`config.mk`:
```
export PLATFORM = sky130hd
export DESIGN_NAME = mul16_seq
export DESIGN_NICKNAME = d
export VERILOG_FILES = /design/src/rtl/mul16_seq.sv
export SDC_FILE = /design/constraint.sdc
export NUM_CORES = 1
export LEC_CHECK = 0
export ABC_AREA = 1
export CAP_MARGIN = 20
export CORE_ASPECT_RATIO = 0.9
export CORE_MARGIN = 2
export CORE_UTILIZATION = 50
export CTS_CLUSTER_SIZE = 12
export DETAILED_ROUTE_END_ITERATION = 16
export HOLD_SLACK_MARGIN = 0.15
export PLACE_DENSITY = 0.75
export SYNTH_ARGS = -nofsm -noshare
export SYNTH_HDL_FRONTEND = slang
export SYNTH_HIERARCHICAL = 1
export SYNTH_SLANG_ARGS = --single-unit
```
`constraint.sdc`:
```
create_clock -name clk -period 2.8 [get_ports clk]
set_input_delay 0.56 -clock clk [delete_from_list [all_inputs] [get_ports clk]]
set_output_delay 0.56 -clock clk [all_outputs]
set_load 0.02 [all_outputs]
```
`src/rtl/mul16_seq.sv`:
```
// mul16_seq: sequential 16x16 -> 32-bit unsigned shift-add multiplier.
// One add16 operation per RUN cycle, 16 iterations, data-independent latency.

// add16: 16-bit ripple-free behavioural adder with carry in/out.
module add16 (
  input  logic [15:0] a,
  input  logic [15:0] b,
  input  logic        cin,
  output logic [15:0] sum,
  output logic        cout
);

  // Full 17-bit sum so the carry out is never lost
  assign {cout, sum} = 17'(a) + 17'(b) + 17'(cin);

endmodule

module mul16_seq #(
  parameter int unsigned WIDTH = 16,
  parameter int unsigned CNT_W = 5
) (
  input  logic               clk,
  input  logic               rst,
  input  logic               start,
  input  logic [WIDTH-1:0]   a,
  input  logic [WIDTH-1:0]   b,
  output logic               ready,
  output logic               busy,
  output logic               done,
  output logic [2*WIDTH-1:0] product,
  output logic               ovf
);

  localparam logic [CNT_W-1:0] LAST_CNT = CNT_W'(WIDTH - 1);

  typedef enum logic [1:0] {
    S_IDLE = 2'd0,
    S_RUN  = 2'd1,
    S_DONE = 2'd2
  } state_e;

  state_e             state_q, state_d;
  logic [CNT_W-1:0]   cnt_q, cnt_d;
  logic [WIDTH-1:0]   m_q, m_d;
  logic [WIDTH-1:0]   ph_q, ph_d;
  logic [WIDTH-1:0]   pl_q, pl_d;
  logic [2*WIDTH-1:0] product_q, product_d;
  logic               ovf_q, ovf_d;
  logic               ready_q, ready_d;
  logic               busy_q, busy_d;
  logic               done_q, done_d;

  logic [WIDTH-1:0]   add_b;
  logic [WIDTH-1:0]   add_sum;
  logic               add_cout;

  // Partial-product addend: multiplicand when the current multiplier bit is set
  assign add_b = pl_q[0] ? m_q : '0;

  add16 u_add16 (
    .a    (ph_q),
    .b    (add_b),
    .cin  (1'b0),
    .sum  (add_sum),
    .cout (add_cout)
  );

  // Next-state, datapath and registered-output logic
  always_comb begin
    state_d   = state_q;
    cnt_d     = cnt_q;
    m_d       = m_q;
    ph_d      = ph_q;
    pl_d      = pl_q;
    product_d = product_q;
    ovf_d     = ovf_q;

    case (state_q)
      S_IDLE: begin
        if (start) begin
          state_d = S_RUN;
          m_d     = a;
          pl_d    = b;
          ph_d    = '0;
          cnt_d   = '0;
        end
      end
      S_RUN: begin
        // Carry enters PH msb, then the 33-bit {cout,sum,PL} shifts right by one
        ph_d  = {add_cout, add_sum[WIDTH-1:1]};
        pl_d  = {add_sum[0], pl_q[WIDTH-1:1]};
        cnt_d = cnt_q + CNT_W'(1);
        if (cnt_q == LAST_CNT) begin
          state_d   = S_DONE;
          product_d = {ph_d, pl_d};
          ovf_d     = |ph_d;
        end
      end
      S_DONE: begin
        state_d = S_IDLE;
      end
      default: begin
        state_d = S_IDLE;
      end
    endcase

    ready_d = (state_d == S_IDLE);
    busy_d  = (state_d != S_IDLE);
    done_d  = (state_d == S_DONE);
  end

  // State and datapath registers with synchronous reset
  always_ff @(posedge clk) begin
    if (rst) begin
      state_q   <= S_IDLE;
      cnt_q     <= '0;
      m_q       <= '0;
      ph_q      <= '0;
      pl_q      <= '0;
      product_q <= '0;
      ovf_q     <= 1'b0;
      ready_q   <= 1'b1;
      busy_q    <= 1'b0;
      done_q    <= 1'b0;
    end else begin
      state_q   <= state_d;
      cnt_q     <= cnt_d;
      m_q       <= m_d;
      ph_q      <= ph_d;
      pl_q      <= pl_d;
      product_q <= product_d;
      ovf_q     <= ovf_d;
      ready_q   <= ready_d;
      busy_q    <= busy_d;
      done_q    <= done_d;
    end
  end

  assign ready   = ready_q;
  assign busy    = busy_q;
  assign done    = done_q;
  assign product = product_q;
  assign ovf     = ovf_q;

endmodule

```
==> metrics.md, run 1 <==
| Metric | Value |
|---|---|
| Post-Syn Area | 4550 sq um |
| CP Class | reg2reg |
| Pin count of the biggest net entering global routing | 50 |
| Ys flop type | dfxtp_1 |
| Die height | 94.5 um |
| Remaining antenna violation count | 0 |
| Hold WS | roughly 470 ps |
| Worst path arrival time | 2720 ps |
| Initial Util | between 50 and 60% |
| Num CTS Buffers | 9 |
| Port Buffers | 70 |
| Gr ovfl total | 0 |
| CTS tree | yes |
| Largest family of logic cells by synthesized area | simple AND/OR/NAND/NOR gates |
| Most used routing layer | met2 |
| Worst Path Max Fanout | 3 |
| Core area | 8690 sq um |
| Async SR Flop Fraction | 0% |
| Crit start category | flip-flop |
| Synth Area in XOR/XNOR | 1.35% |
| Clock Tree Buf Depth | 2 |
| Worst-Margin Slew | 649 ps |
| Root Driver | clkbuf_8 |
| Area leader, netlist | dfxtp_1 |
| Fillers | 810 |
| Via count | 4333 |
| Routed length per instance | 12.9 um |
| Area growth syn-to-layout | 20.7% |
| H-tree depth | 3 |
| CTS clk-pin slew, worst paths | roughly 90 ps |
| N_diodes | 0 |
| Fin. max-slew vios | 0 |
| Synthesized area per cell | 6.63 sq um |
| Synth Area in Compound Gates | a little under a tenth |
| Top cells by area, synth | dfxtp_1 40%, nand2_1 17%, nor2_1 9.5%, inv_1 5.9%, ha_1 4.7% |
| First-pass GRT wire length | between 15 and 20 mm |
| Min-Delay Path Class | reg2reg |
| Synth Area in Simple Gates | 34.1% |
| # IOs | 71 |
| Clk Latency, worst-skew pair | roughly 370 ps |
| Syn nets | 740 |
| Share of layout cells above drive strength 1 | ~6.4% |
| Full die area | about 9900 sq um |
| DR DRC count | 0 |
| #FFs+latches synth | 91 |
| Seq. cell area | roughly 1800 sq um |
| Area of the multi-input gates | between 2000 and 2500 sq um |
| Initial antenna violation count | 0 |
| DP Cell Count | around 850 |
| Final hold vios | 0 |
| Req. time, crit path | 3070 ps |
| RSZ-0062 raised after global routing | false |
| Status | complete, no violations |
| Grt met1 use | 30.1% |
| Vias/cell | 4.99 |
| Final min period | 2450 ps |
| YS warnings | 6 |
| Seq/Total Area, Yosys | 40.1% |
| Final Non-Filler Cells | 869 |
| Final #Nets | 800 |
| Number of flops mapped to enable cells by yosys | 0 |
| Vias in the first global route | 4128 |
| # setup viols final | 0 |
| Hpwl dp | 7.95 mm |
| Fmax | between 400 and 500 MHz |
| Setup_tns | 0 ps |
| Crit end category | flip-flop |
| Synth Area in Adders | 5.56% |
| TritonRoute pass-1 iters | 6 |
| Post-synth top area share | between 40% and 50% |
| Max_cap viols | 0 |
| PwrDens | 438 nW/um^2 |
| Final wirelength | 11.2 mm |
| Max-slew headroom | between 50% and 60% |
| Tot Pwr | 0.00240 W |
| Tcrit/Tclk final | 87.3% |
| Multiplexer share of the synthesized area | 0% |
| GRT Total Usage | 23.3% |
| Site Rows | 32 |
| Routing usage on met3 | ~4.0% |
| CTS Hold Buffers Added | 0 |
| DRT iter0 DRCs | 167 |
| M2 GR Usage | 39.9% |
| Mapped Cells | 686 |
| Static leakage | about 2.7 nW |
| CTS Sinks | slightly above 90 |
| VDD IR-drop max | 0.000322 V |
| Gpl congestion | 0.926 |
| Layout Skew | 10.1 ps |
| Resize count post-CTS | 0 |
| Setup Buffers After CTS | 0 |
| Die X | 105 um |
| Netlist cell types | 32 |
final timing paths:
| path | slack, ps | start | depth (start not counted) | end |
|---|---|---|---|---|
| setup / recovery | 350 | m_q[0]$_SDFFE_PP0P_ | 18 | ovf$_SDFFE_PP0P_ |
| hold / removal | 470 | product[12]$_SDFFE_PP0P_ | 2 | product[12]$_SDFFE_PP0P_ |
| setup reg to reg | 350 | m_q[0]$_SDFFE_PP0P_ | 18 | ovf$_SDFFE_PP0P_ |
| hold reg to reg | 470 | product[12]$_SDFFE_PP0P_ | 2 | product[12]$_SDFFE_PP0P_ |
worst max-delay path, stage by stage (launching register included):
cell and delay, ps:
dfxtp_1 330, nand2_1 60, inv_1 50, fa_1 430, fa_1 420, nand2_1 80
nand2_1 80, nand3b_1 110, nand2_2 90, nand2_1 80, nand2_1 50, nand2_1 60
nand2_1 80, nor2_1 100, nand2_1 50, nor2_1 90, nand3_1 80, nand2_1 70
inv_1 30
through the flow:
stage                     instance area (sq um)  worst slack [ps]  util (%)
after floorplan                            4550               411         -
after global placement                     5320               447      61.2
after detailed placement                   5320               381      61.2
after CTS                                  5490               366      63.1
after global routing                       5490               117      63.1
final                                      5490               355      63.1
logic make-up (layout without fill, tap and decap cells):
kind of cell,count (synthesis),in the layout
buffers and inverters,107,171
flip-flops,91,91
AND/OR/NAND/NOR,380,380
adder cells (fa/ha/maj),19,19
AO/OA/AOI/OAI,81,81
other,1,1
XOR/XNOR,7,7
synthesized netlist by cell type, drive strengths merged (2+ instances only):
cell	n
nor2	117
nor3	4
nand2	219
or2	3
o21ai	36
inv	78
a21oi	38
nand3b	2
nand3	32
fa	2
and2	2
dfxtp	91
buf	15
xor2	6
clkbuf	14
ha	17
a211oi	5
area by class of cell:
class	instances	share of cell area, %
Clock buffer	10	2.33
Clock inverter	5	0.707
Inverter	78	5.38
Multi-Input combinational cell	488	41.8
Sequential cell	91	33.2
Tap cell	119	2.71
Timing Repair Buffer	78	13.9
placed cells by master, fill, tap and decap left out, types with 2 or more instances in the layout:
cell type / Yosys / routed
dfxtp_1: 91 / 91
nand3_1: 30 / 30
inv_2: 5 / 5
a211oi_1: 5 / 5
nand3b_1: 2 / 2
ha_1: 17 / 17
nor2_1: 115 / 114
or2_1: 2 / 2
nand2_1: 209 / 209
a21oi_1: 38 / 38
nand2_2: 10 / 10
nand3_2: 2 / 2
fa_1: 2 / 2
o21ai_0: 36 / 36
nor3_2: 3 / 3
buf_4: 2 / 8
clkdlybuf4s50_1: 0 / 70
clkinvlp_4: 0 / 4
xor2_1: 6 / 6
nor2_2: 2 / 3
inv_1: 72 / 72
clkbuf_8: 0 / 9
where the power goes:
part	internal, W	switching [W]	total (W)
clock network	0.000321	0.000481	0.000802
logic	0.000102	0.000141	0.000243
registers	0.00133	0.0000234	0.00136
layer usage:
layer,up-vias,wire (um)
met2,121,5210
met3,20,600
met5,-,0
li1,2231,-
met4,0,180
met1,1961,5250
registers in the layout, summed over array words and instances (netlist names):
| name | flops |
|---|---|
| ph_q | 16 |
| cnt_q | 5 |
| busy | 1 |
| m_q | 16 |
| ready | 1 |
| ovf | 1 |
| done | 1 |
| pl_q | 16 |
| state_q | 2 |
| product | 32 |
No activity file was read; power rests on OpenSTA's default activity.
==> run 2: changes to the inputs <==
--- a/config.mk
+++ b/config.mk
@@ -14,7 +14,7 @@
 export DETAILED_ROUTE_END_ITERATION = 16
 export HOLD_SLACK_MARGIN = 0.15
 export PLACE_DENSITY = 0.75
+export SETUP_SLACK_MARGIN = 0.3
 export SYNTH_ARGS = -nofsm -noshare
 export SYNTH_HDL_FRONTEND = slang
-export SYNTH_HIERARCHICAL = 1
 export SYNTH_SLANG_ARGS = --single-unit
==> constraint.sdc (replaced) <==
create_clock -name clk -period 3.1 [get_ports clk]
set_input_delay 0.62 -clock clk [delete_from_list [all_inputs] [get_ports clk]]
set_output_delay 0.62 -clock clk [all_outputs]
set_load 0.02 [all_outputs]
==> run 2 against run 1 <==
  * Hold slack worse by 3.3 ps
  * Wire length is 12% higher
  * Setup slack better by 370 ps
  * Clock skew is 1.9 ps higher
  * Critical path type unchanged
  * Via count is 5.2% higher
  * Count of clock-buffer cells in the layout is 1 lower
  * Non-clock buffer count is 1 higher
  * Die area is 1.8% higher
  * Sequential power is 9% lower
==> metrics.md, run 2 <==
| Metric | Value |
|---|---|
| Status | complete, no violations |
| Top-count cell post-synth | nand2_1 |
| Num CTS Buffers | 9 (unchanged) |
| GRT Total Usage | 26.3% (+3.0 points) |
| Worst path arrival time | 2640 ps (-80 ps) |
| Largest stage delay, worst path | 460 ps (+30 ps) |
| CTS clk-pin slew, worst paths | 110 ps (+20 ps) |
| RSZ-0062 raised after global routing | false |
| Top cells by instance count after synthesis | 237 x nand2_1, 96 x inv_1, 91 x dfxtp_1, 73 x nor2_1, 53 x a21oi_1 |
| CP Class | reg2reg |
| Ys flop type | dfxtp_1 |
| Initial antenna violation count | 0 (unchanged) |
| CTS Hold Buffers Added | 0 (unchanged) |
| Hold WS | 469 ps (-3.32 ps) |
| Post-Syn Area | 4630 sq um (+1.9%) |
| Clock Tree Buf Depth | 2 (unchanged) |
| Max stage delay cell, worst path | dfxtp_4 |
| First-pass GRT wire length | 21.0 mm (+12%) |
| Combinational power share | 10.6% (+0.5 points) |
| # IOs | 71 (unchanged) |
| Resize count post-CTS | 0 (unchanged) |
| R2R Path Start | pl_q[0]$_SDFFE_PP0P_ |
| Vias/cell | 5.11 (+2.5%) |
| Top cells by area, synth | dfxtp_1 39%, nand2_1 19%, inv_1 7.8%, nor2_1 5.9%, a21oi_1 5.7% |
| Seq/Total Area, Yosys | 39.3% (-0.75 points) |
| Final #Nets | 819 (+2.4%) |
| Synthesized area per cell | 6.60 sq um (-0.42%) |
| Worst Hold End | product[23]$_SDFFE_PP0P_ |
| Fin. max-slew vios | 0 (unchanged) |
| Worst Path Max Fanout | 17 (+14) |
| DRT iter0 DRCs | 261 (+56%) |
| VDD IR-drop max | 0.000283 V (-12%) |
| Sequential share of power | 54.2% (-2.3 points) |
| Mapped Cells | 702 (+2.3%) |
| Tcrit/Tclk final | 76.8% (-11 points) |
| Worst R2R End | ovf$_SDFFE_PP0P_ |
| CP Cell Sequence | nand2_1, inv_1, ha_1, inv_1, fa_1, inv_1, nand2_1, nand2_1, nand3_1, nand2_1, nand2_1, nand2_1, nand3_1, nor2_1, nand3_1, nor2_1, nor2_1 |
| Req. time, crit path | 3360 ps (+290 ps) |
| DR DRC count | 0 (unchanged) |
| H-tree depth | 3 (unchanged) |
| # setup viols final | 0 (unchanged) |
| Share of layout cells above drive strength 1 | 6.36% (-0.036 points) |
| Hpwl dp | 9.42 mm (+18%) |
| YS warnings | 0 (-6) |
| Tot Pwr | 0.00228 W (-5.0%) |
| PwrDens | 405 nW/um^2 (-7.5%) |
| WP buf/inv | 3 (+1) |
| Hold wc startpoint | product[23]$_SDFFE_PP0P_ |
| Die X | 105 um (+0.91%) |
| Worst-Margin Slew | 739 ps (+89.8 ps) |
| Number of flops mapped to enable cells by yosys | 0 (unchanged) |
| Port Buffers | 70 (unchanged) |
| Reg2Reg Depth | 17 (-1) |
| Async SR Flop Fraction | 0% (unchanged) |
| Final setup margin | 721 ps (+366 ps) |
| Switching share of power | 28.9% (+2.0 points) |
| Worst R2R Setup Slack | 720 ps (+370 ps) |
| Die height | 95.3 um (+0.91%) |
| Worst Hold Path Cells | 2 (unchanged) |
| Commonest non-fill, non-tap cell in the layout | nand2_1 |
| CTS Sinks | 91 (unchanged) |
| Pin count of the biggest net entering global routing | 63 (+26%) |
| Pre-CTS setup slack | 507 ps (+125 ps) |
| Max_cap viols | 0 (unchanged) |
| Setup Buffers After CTS | 0 (unchanged) |
| Remaining antenna violation count | 0 (unchanged) |
| Max reg flops | 32 (unchanged) |
| Final min period | 2380 ps (-65.7 ps) |
| Full die area | 10100 sq um (+1.8%) |
| Vias in the first global route | 4327 (+4.8%) |
| Clk Latency, worst-skew pair | 370 ps (about the same) |
| Root Driver | clkbuf_8 |
| Area leader, netlist | dfxtp_1 |
| Site Rows | 33 (+3.1%) |
| Worst path top cell family by delay | simple AND/OR/NAND/NOR gates |
| DP Cell Count | 876 (+2.6%) |
| Via count | 4558 (+5.2%) |
| Post-synth top area share | 39.3% (-0.75 points) |
| TritonRoute pass-1 iters | 5 (-1) |
| Static leakage | 2.64 nW (-1.3%) |
| CTS tree | yes |
| Final hold vios | 0 (unchanged) |
| Crit start category | flip-flop |
| Critical path startpoint | pl_q[0]$_SDFFE_PP0P_ |
| Fmax | 420 MHz (+2.8%) |
| Crit end category | flip-flop |
| Area growth syn-to-layout | 21.6% |
| Netlist cell types | 31 (-3.1%) |
| Core area | 9040 sq um (+4.1%) |
| Min-Delay Path Class | reg2reg |
| Gpl congestion | 0.900 (-2.8%) |
| Final wirelength | 12.5 mm (+12%) |
| Gr ovfl total | 0 (unchanged) |
| Net Switching | 0.000660 W (+2.2%) |
| Most frequent cell on the critical path | nand2_1 |
| #FFs+latches synth | 91 (unchanged) |
| P_int | 0.00162 W (-7.7%) |
| Layout Skew | 11.9 ps (+1.88 ps) |
| N_diodes | 0 (unchanged) |
| Setup_tns | 0 ps (unchanged) |
| Initial Util | 51.2% (-1.1 points) |
| Most frequent cells in the layout | 237 x nand2_1, 96 x inv_1, 90 x dfxtp_1, 73 x nor2_1, 69 x clkdlybuf4s50_1 |
| Final Non-Filler Cells | 892 (+2.6%) |
| Syn nets | 756 (+2.2%) |
| Clock Power Share | 35.2% (+1.8 points) |
| Max-slew headroom | 50.7% (-5.9 points) |
| Routed length per instance | 14.1 um (+8.8%) |
| Fillers | 866 (+6.9%) |
run 2: cell types whose count changed in the layout (fill, tap and decap cells not counted), moves of 5 or more:
cell      before  now
a22oi_1        0    5
a221oi_1       0    6
xor2_1         6    0
inv_1         72   96
nand2_1      209  237
o21ai_0       36   22
a21oi_1       38   53
nor2_1       114   73
nand4_1        1    6
run 2: cell families after synthesis:
kind of cell,share of synthesized area (%)
buf+inv,10.5
compound gates,11.9
flops,39.3
simple gates,32.9
fa+ha+maj,5.29
run 2: how the worst max path moves through the flow:
stage | cells past startpoint | to
2_1_floorplan | 19 | ovf$_SDFFE_PP0P_
3_3_place_gp | 17 | ovf$_SDFFE_PP0P_
3_5_place_dp | 17 | ovf$_SDFFE_PP0P_
4_1_cts | 17 | ovf$_SDFFE_PP0P_
5_1_grt | 17 | ovf$_SDFFE_PP0P_
6_report | 17 | ovf$_SDFFE_PP0P_
run 2: cell type report:
| type | instances | area [sq um] | area share [%] |
|---|---|---|---|
| multi-input cells | 484 | 2320 | 41.2 |
| flip-flops and latches | 91 | 1830 | 32.4 |
| repair buffers | 79 | 763 | 13.5 |
| inverters | 100 | 375 | 6.66 |
| well taps | 122 | 153 | 2.71 |
| clock buffers | 9 | 124 | 2.20 |
| clock inverters | 7 | 71.3 | 1.27 |
run 2: routing by layer:
metal | part of all wire (%) | GRT usage, %
met5 | 0 | 0
met4 | 0.92 | 6.67
met3 | 5.6 | 4.44
met2 | 47 | 44.5
met1 | 46 | 35.1
run 2: tightest hold or removal path: stages, from the launching register on:
cell     delay [ps]
dfxtp_1         320
nand2_1          60
a21oi_1          50
run 2: metrics by stage:
| stage | util (%) | instance area [sq um] |
|---|---|---|
| detailed placement | 60.1 | 5440 |
| floorplan | - | 4630 |
| finish | 62.3 | 5640 |
| global route | 62.3 | 5640 |
| CTS | 62.3 | 5630 |
| global placement | 60.1 | 5440 |
run 2: power by group through the flow:
stage / clock network, W / registers [W] / logic, W
after global routing: 0.000854 / 0.00124 / 0.000271
after global placement: 0 / 0.00126 / 0.000237
after detailed placement: 0 / 0.00126 / 0.000241
after floorplan: 0 / 0.00126 / 0.000150
after CTS: 0.000818 / 0.00124 / 0.000242
final: 0.000802 / 0.00124 / 0.000241
==> run 3: changes to the inputs <==
==> constraint.sdc (replaced) <==
create_clock -name clk -period 2.5 [get_ports clk]
set_input_delay 0.5 -clock clk [delete_from_list [all_inputs] [get_ports clk]]
set_output_delay 0.5 -clock clk [all_outputs]
set_load 0.02 [all_outputs]
==> run 3 against run 2 <==
  * Hold slack lost 1.8 ps
  * Core utilization grew 1.4 points
  * Global-route usage shrank 0.78 points
  * Power grew 23%
  * Largest cell class unchanged
  * Largest power group unchanged
==> metrics.md, run 3 (synthesis gave the netlist of run 2 again) <==
| Metric | Value |
|---|---|
| P_int | 0.00202 W (+24%) |
| RSZ-0062 raised after global routing | true |
| Crit start category | flip-flop |
| DRT iter0 DRCs | 248 (-5.0%) |
| Initial antenna violation count | 0 (unchanged) |
| Core area | 9040 sq um (unchanged) |
| # IOs | 71 (unchanged) |
| Worst path arrival time | 2370 ps (-270 ps) |
| H-tree depth | 3 (unchanged) |
| Pin count of the biggest net entering global routing | 63 (unchanged) |
| Layout Skew | 15.1 ps (+3.14 ps) |
| Combinational power share | 11.1% (+0.5 points) |
| Root Driver | clkbuf_8 |
| Vias/cell | 5.09 (-0.33%) |
| Max reg flops | 32 (unchanged) |
| Most frequent cell on the critical path | nand2_1 |
| N_diodes | 0 (unchanged) |
| Remaining antenna violation count | 0 (unchanged) |
| VDD IR-drop max | 0.000453 V (+60%) |
| First-pass GRT wire length | 20.4 mm (-2.6%) |
| CP Cell Sequence | buf_8, nand2_1, inv_1, ha_2, inv_1, nand2_1, nand3_1, nand2_1, nand3_1, nand3_1, nand2_2, nor2_1, nand2_1, nor2_1, nor2_1 |
| Tcrit/Tclk final | 84.0% (+7.3 points) |
| Tot Pwr | 0.00281 W (+23%) |
| CTS Sinks | 91 (unchanged) |
| Final min period | 2100 ps (-278 ps) |
| Final wirelength | 12.4 mm (-1.3%) |
| Initial Util | 51.2% (unchanged) |
| Clk Latency, worst-skew pair | 370 ps (about the same) |
| Gpl congestion | 0.962 (+6.8%) |
| CTS tree | yes |
| Min-Delay Path Class | reg2reg |
| Share of layout cells above drive strength 1 | 8.70% (+2.3 points) |
| TritonRoute pass-1 iters | 5 (unchanged) |
| Clock Power Share | 34.4% (-0.8 points) |
| Setup_tns | 0 ps (unchanged) |
| Clock Tree Buf Depth | 2 (unchanged) |
| # setup viols final | 0 (unchanged) |
| Commonest non-fill, non-tap cell in the layout | nand2_1 |
| Area growth syn-to-layout | 24.3% |
| Die height | 95.3 um (unchanged) |
| Max_cap viols | 0 (unchanged) |
| Worst-Margin Slew | 759 ps (+20.4 ps) |
| Fin. max-slew vios | 0 (unchanged) |
| Sequential share of power | 54.5% (+0.3 points) |
| Final #Nets | 819 (unchanged) |
| Most frequent cells in the layout | 234 x nand2_1, 93 x inv_1, 90 x dfxtp_1, 71 x nor2_1, 69 x clkdlybuf4s50_1 |
| Die X | 105 um (unchanged) |
| Routed length per instance | 13.9 um (-1.3%) |
| Worst Path Max Fanout | 16 (-1) |
| Vias in the first global route | 4382 (+1.3%) |
| CTS Hold Buffers Added | 0 (unchanged) |
| Site Rows | 33 (unchanged) |
| Crit end category | flip-flop |
| Max-slew headroom | 49.3% (-1.4 points) |
| GRT Total Usage | 25.5% (-0.78 points) |
| Num CTS Buffers | 9 (unchanged) |
| Status | complete, no violations |
| DR DRC count | 0 (unchanged) |
| Req. time, crit path | 2770 ps (-590 ps) |
| Hpwl dp | 9.20 mm (-2.3%) |
| Largest stage delay, worst path | 380 ps (-80 ps) |
| CTS clk-pin slew, worst paths | 110 ps (about the same) |
| Max stage delay cell, worst path | ha_2 |
| Gr ovfl total | 0 (unchanged) |
| Net Switching | 0.000798 W (+21%) |
| Full die area | 10100 sq um (unchanged) |
| CP Class | reg2reg |
| Fmax | 476 MHz (+13%) |
| PwrDens | 489 nW/um^2 (+21%) |
| Switching share of power | 28.3% (-0.61 points) |
| Via count | 4543 (-0.33%) |
| Static leakage | 2.64 nW (-0.10%) |
| Final hold vios | 0 (unchanged) |
| Port Buffers | 70 (unchanged) |
[run 3: timing repair]
item / in CTS / in global routing
setup buffers: 0 / 2
pin swaps: 0 / 4
endpoints found under the setup margin: 1 / 31
resized for setup: 4 / 24
[run 3: power by group through the flow]
stage,registers [W],logic (W),clock network (W)
after floorplan,0.00156,0.000188,0
after global placement,0.00156,0.000295,0
after detailed placement,0.00157,0.000302,0
after CTS,0.00153,0.000303,0.000993
after global routing,0.00154,0.000350,0.00103
final,0.00153,0.000312,0.000969
[run 3: per-layer routing]
metal	up-vias	GRT usage, %	part of all wire [%]
met2	123	43.2	47
met4	0	9.22	1.7
met1	2076	33.2	47
met3	16	3.96	4.4
met5	-	0	0
li1	2328	-	-
[run 3: critical path: cells and delay by family (launching register included)]
| kind | cells | cell delay (ps) |
|---|---|---|
| adders and majority gates | 1 | 380 |
| buffers and inverters | 3 | 260 |
| DFF | 1 | 350 |
| and+or+nand+nor | 11 | 1010 |
[run 3: final cells by class]
cell class	count	area (sq um)
repair buffers	79	783
well taps	122	153
multi-input cells	484	2440
clock inverters	6	57.6
inverters	100	375
fillers	814	3280
flip-flops and latches	91	1820
clock buffers	10	128
[run 3: through the flow]
| stage | std cells | util [%] | worst slack, ps | hold WS, ps | cell area (sq um) |
|---|---|---|---|---|---|
| 2_1_floorplan | 702 | - | 308 | 440 | 4650 |
| 3_3_place_gp | 874 | 60.1 | 266 | 447 | 5430 |
| 3_5_place_dp | 874 | 60.1 | 211 | 456 | 5430 |
| 4_1_cts | 890 | 62.3 | 308 | 471 | 5640 |
| 5_1_grt | 892 | 63.7 | 207 | 486 | 5760 |
| 6_report | 892 | 63.7 | 399 | 467 | 5760 |
[run 3: worst paths after layout]
kind / start / endpoint / slack [ps] / depth (start not counted)
setup reg to reg: pl_q[0]$_SDFFE_PP0P_ / ovf$_SDFFE_PP0P_ / 400 / 15
hold / removal: product[12]$_SDFFE_PP0P_ / product[12]$_SDFFE_PP0P_ / 470 / 2
setup / recovery: pl_q[0]$_SDFFE_PP0P_ / ovf$_SDFFE_PP0P_ / 400 / 15
hold reg to reg: product[12]$_SDFFE_PP0P_ / product[12]$_SDFFE_PP0P_ / 470 / 2
==> edit 1 (flow settings as in run 3) <==
Set the parameter `CNT_W` to 6 (it was 5).
--- a/src/rtl/mul16_seq.sv
+++ b/src/rtl/mul16_seq.sv
@@ -19,3 +19,3 @@
   parameter int unsigned WIDTH = 16,
-  parameter int unsigned CNT_W = 5
+  parameter int unsigned CNT_W = 6
 ) (
Behaviour: no difference found for any inputs over 10 cycles, from zero or initial values and one cycle with rst high; that may be too few to reach the edited logic, so the function may still have changed.
==> edit 1 against run 3 <==
Design area increased by 10%. First-iteration DRC count increased by 14%. Total power increased by 5.1%. Wire length increased by 9.6%. Sequential cell count increased by 1. Worst setup slack got worse by 0.13 ns. Fmax decreased by 5.9%. Synthesized area increased by 1.6%. Critical path type unchanged.
==> edit 1: results (changes against run 3) <==
status finished clean (unchanged); Worst Path Arrival 2.50 ns (was 2.37 ns); DP Cell Count 903 (was 874); met3 usage 5.21% (was 3.96%); first-pass GRT wire length 21,900 um (was 20,400 um); Synth Instances 730 (was 702); NumNets Final 856 (was 819); switching power total 788 uW (was 798 uW); Max IR drop VDD 0.000515 V (was 0.000453 V); global-route total usage across every layer 27.3% (was 25.5%); met1 wire length 6450 um (was 5840 um); Clock transition at path regs 0.09 ns (was 0.11 ns); sequential area share after synthesis 39.1% (was 39.3%); number of global-route vias before repair 4,443 (was 4,382); post-synth cell types 29 (was 31); fin cells 929 (was 892); top cells by area, synth dfxtp_1, nand2_1, inv_1, a21oi_1, nor2_1 (was dfxtp_1, nand2_1, inv_1, nor2_1, a21oi_1); routability cong. 0.906 (was 0.962); DP HPWL 9370 um (was 9200 um); Routed met2 length 6180 um (was 5780 um); largest net degree at the start of global routing 61 (was 63); via/cell ratio 5.17 (was 5.09); CP Max Fanout 5 (was 16); Initial DRC Count 283 (was 248); Worst-Margin Slew 0.764 ns (was 0.759 ns); WL met3 752 um (was 547 um)
[edit 1: kinds of logic after synthesis]
group	after synthesis	share of synthesized area, %
compound gates	96	10.8
flops	92	39.1
buf+inv	125	10.8
fa+ha+maj	18	4.94
simple gates	399	34.3
[edit 1: timing repair]
action                                 in CTS  in global routing
cloned                                      2                  0
resized for setup                          41                 77
buffers inserted                            4                  4
pin swaps                                  12                 36
hold buffers                                0                  0
setup endpoints to repair                   5                 14
endpoints found under the hold margin       0                  0
[edit 1: stage by stage]
step	setup WS, ns	area, sq um	power, uW	hold WS, ns	util, %
after floorplan	0.323	4720	1770	0.443	-
after global placement	-0.0175	5510	1890	0.450	60.4
after detailed placement	-0.0157	5510	1900	0.455	60.4
after CTS	0.267	5990	2960	0.467	65.7
after global routing	0.187	6340	3080	0.490	69.4
final	0.268	6340	2960	0.465	69.4
[edit 1: path summary, 6_finish.rpt]
| check | slack (ns) | cells after the start | endpoint | from |
|---|---|---|---|---|
| setup reg to reg | 0.27 | 15 | ovf | pl_q[0] |
| setup / recovery | 0.27 | 15 | ovf | pl_q[0] |
| hold / removal | 0.46 | 2 | product[3] | product[3] |
| hold reg to reg | 0.46 | 2 | product[3] | product[3] |
[edit 1: area by class of cell]
cell class / count / area, sq um
clock buffers: 11 / 141
multi-input cells: 513 / 2820
clock inverters: 4 / 58.8
flip-flops and latches: 92 / 1850
fillers: 797 / 2790
repair buffers: 92 / 955
well taps: 122 / 153
inverters: 95 / 359
[edit 1: critical path: cells and delay by family, from the launching register on]
family / cells / cell delay [ns]
simple gates: 10 / 0.84
flops: 1 / 0.39
buf+inv: 2 / 0.18
compound gates: 1 / 0.18
fa+ha+maj: 2 / 0.54
==> edit 2 (flow settings as in run 3) <==
Without the edit above. Re-encode `state_e` (3 states) as one-hot, 3 bits wide.
--- a/src/rtl/mul16_seq.sv
+++ b/src/rtl/mul16_seq.sv
@@ -35,6 +35,6 @@
 
-  typedef enum logic [1:0] {
-    S_IDLE = 2'd0,
-    S_RUN  = 2'd1,
-    S_DONE = 2'd2
+  typedef enum logic [2:0] {
+    S_IDLE = 3'b001,
+    S_RUN  = 3'b010,
+    S_DONE = 3'b100
   } state_e;
Behaviour: same outputs for any inputs over 10 cycles, from zero or initial values and one cycle with rst high; not proved beyond that.
==> edit 2 against run 3 <==
Wire length fell by 0.51%. Sequential cell count rose by 1. Via count fell by 2.8%. Synthesized area fell by 5.6%. Design area fell by 0.48%. Total power rose by 1.4%. Worst setup slack got worse by 0.068 ns. Worst hold slack improved by 0.0020 ns. Utilization rose by 3.5 points.
==> edit 2: results (changes against run 3) <==
status finished clean (unchanged); synth cell count leaders nand2_1, dfxtp_1, inv_1 (was nand2_1, inv_1, dfxtp_1); hold path endpoint pl_q[15] (was product[12]); met1 Resource Use GR 36.0% (was 33.2%); static leakage 0.00254 uW (was 0.00264 uW); Post-DP Area 5210 sq um (was 5430 sq um); clock skew 0.0123 ns (was 0.0151 ns); met1 wire length 5720 um (was 5840 um); Worst-Margin Slew 0.594 ns (was 0.759 ns); Routed met2 length 5800 um (was 5780 um); sequential area share after synthesis 42.1% (was 39.3%); post-synthesis compound-gate area fraction 10.8% (was 11.9%); number of global-route vias before repair 4,191 (was 4,382); global-route total usage across every layer 26.5% (was 25.5%); switching power total 749 uW (was 798 uW); hold wc startpoint pl_q[15] (was product[12]); Flop pwr share 54.0% (was 54.5%); Avg WL per Cell 14.6 um (was 13.9 um); pwr dens 498 nW/um^2 (was 489 nW/um^2); Worst Reg-to-Reg Cells 17 (was 15); Max IR drop VDD 0.000303 V (was 0.000453 V); post-layout minimum cycle time 2.17 ns (was 2.10 ns); clock group power 1040 uW (was 969 uW); Min Hold Slack 0.469 ns (was 0.467 ns); R2R setup slack 0.33 ns (was 0.40 ns); total number of vias 4,418 (was 4,543); top cells by area, synth dfxtp_1, nand2_1, nand3_1, inv_1, ha_1 (was dfxtp_1, nand2_1, inv_1, nor2_1, a21oi_1); NumNets Final 776 (was 819); Worst Path Arrival 2.45 ns (was 2.37 ns)
-- edit 2: changes by cell type in the layout (fill, tap and decap cells not counted), moves of 7 or more --
cell and change:
o21ai_0 +8, nand2_2 +10, nand2_1 -29, inv_1 -27, nor2_1 -24, a211oi_1 -7, a31oi_1 +13, nand3_1 +25
buf_4 +13, a21oi_1 -26
-- edit 2: final cells by class --
| cell class | count | area [sq um] | area share, % |
|---|---|---|---|
| Multi-Input combinational cell | 457 | 2400 | 41.8 |
| Clock buffer | 10 | 128 | 2.23 |
| Clock inverter | 6 | 70.1 | 1.22 |
| Tap cell | 119 | 149 | 2.60 |
| Timing Repair Buffer | 93 | 885 | 15.4 |
| Sequential cell | 92 | 1840 | 32.2 |
| Inverter | 69 | 259 | 4.52 |
-- edit 2: repair_timing --
| action | CTS | global route |
|---|---|---|
| pin swaps | 1 | 21 |
| gates resized for setup | 11 | 49 |
| cloned | 0 | 1 |
| setup buffers | 2 | 9 |
| setup endpoints to repair | 1 | 15 |
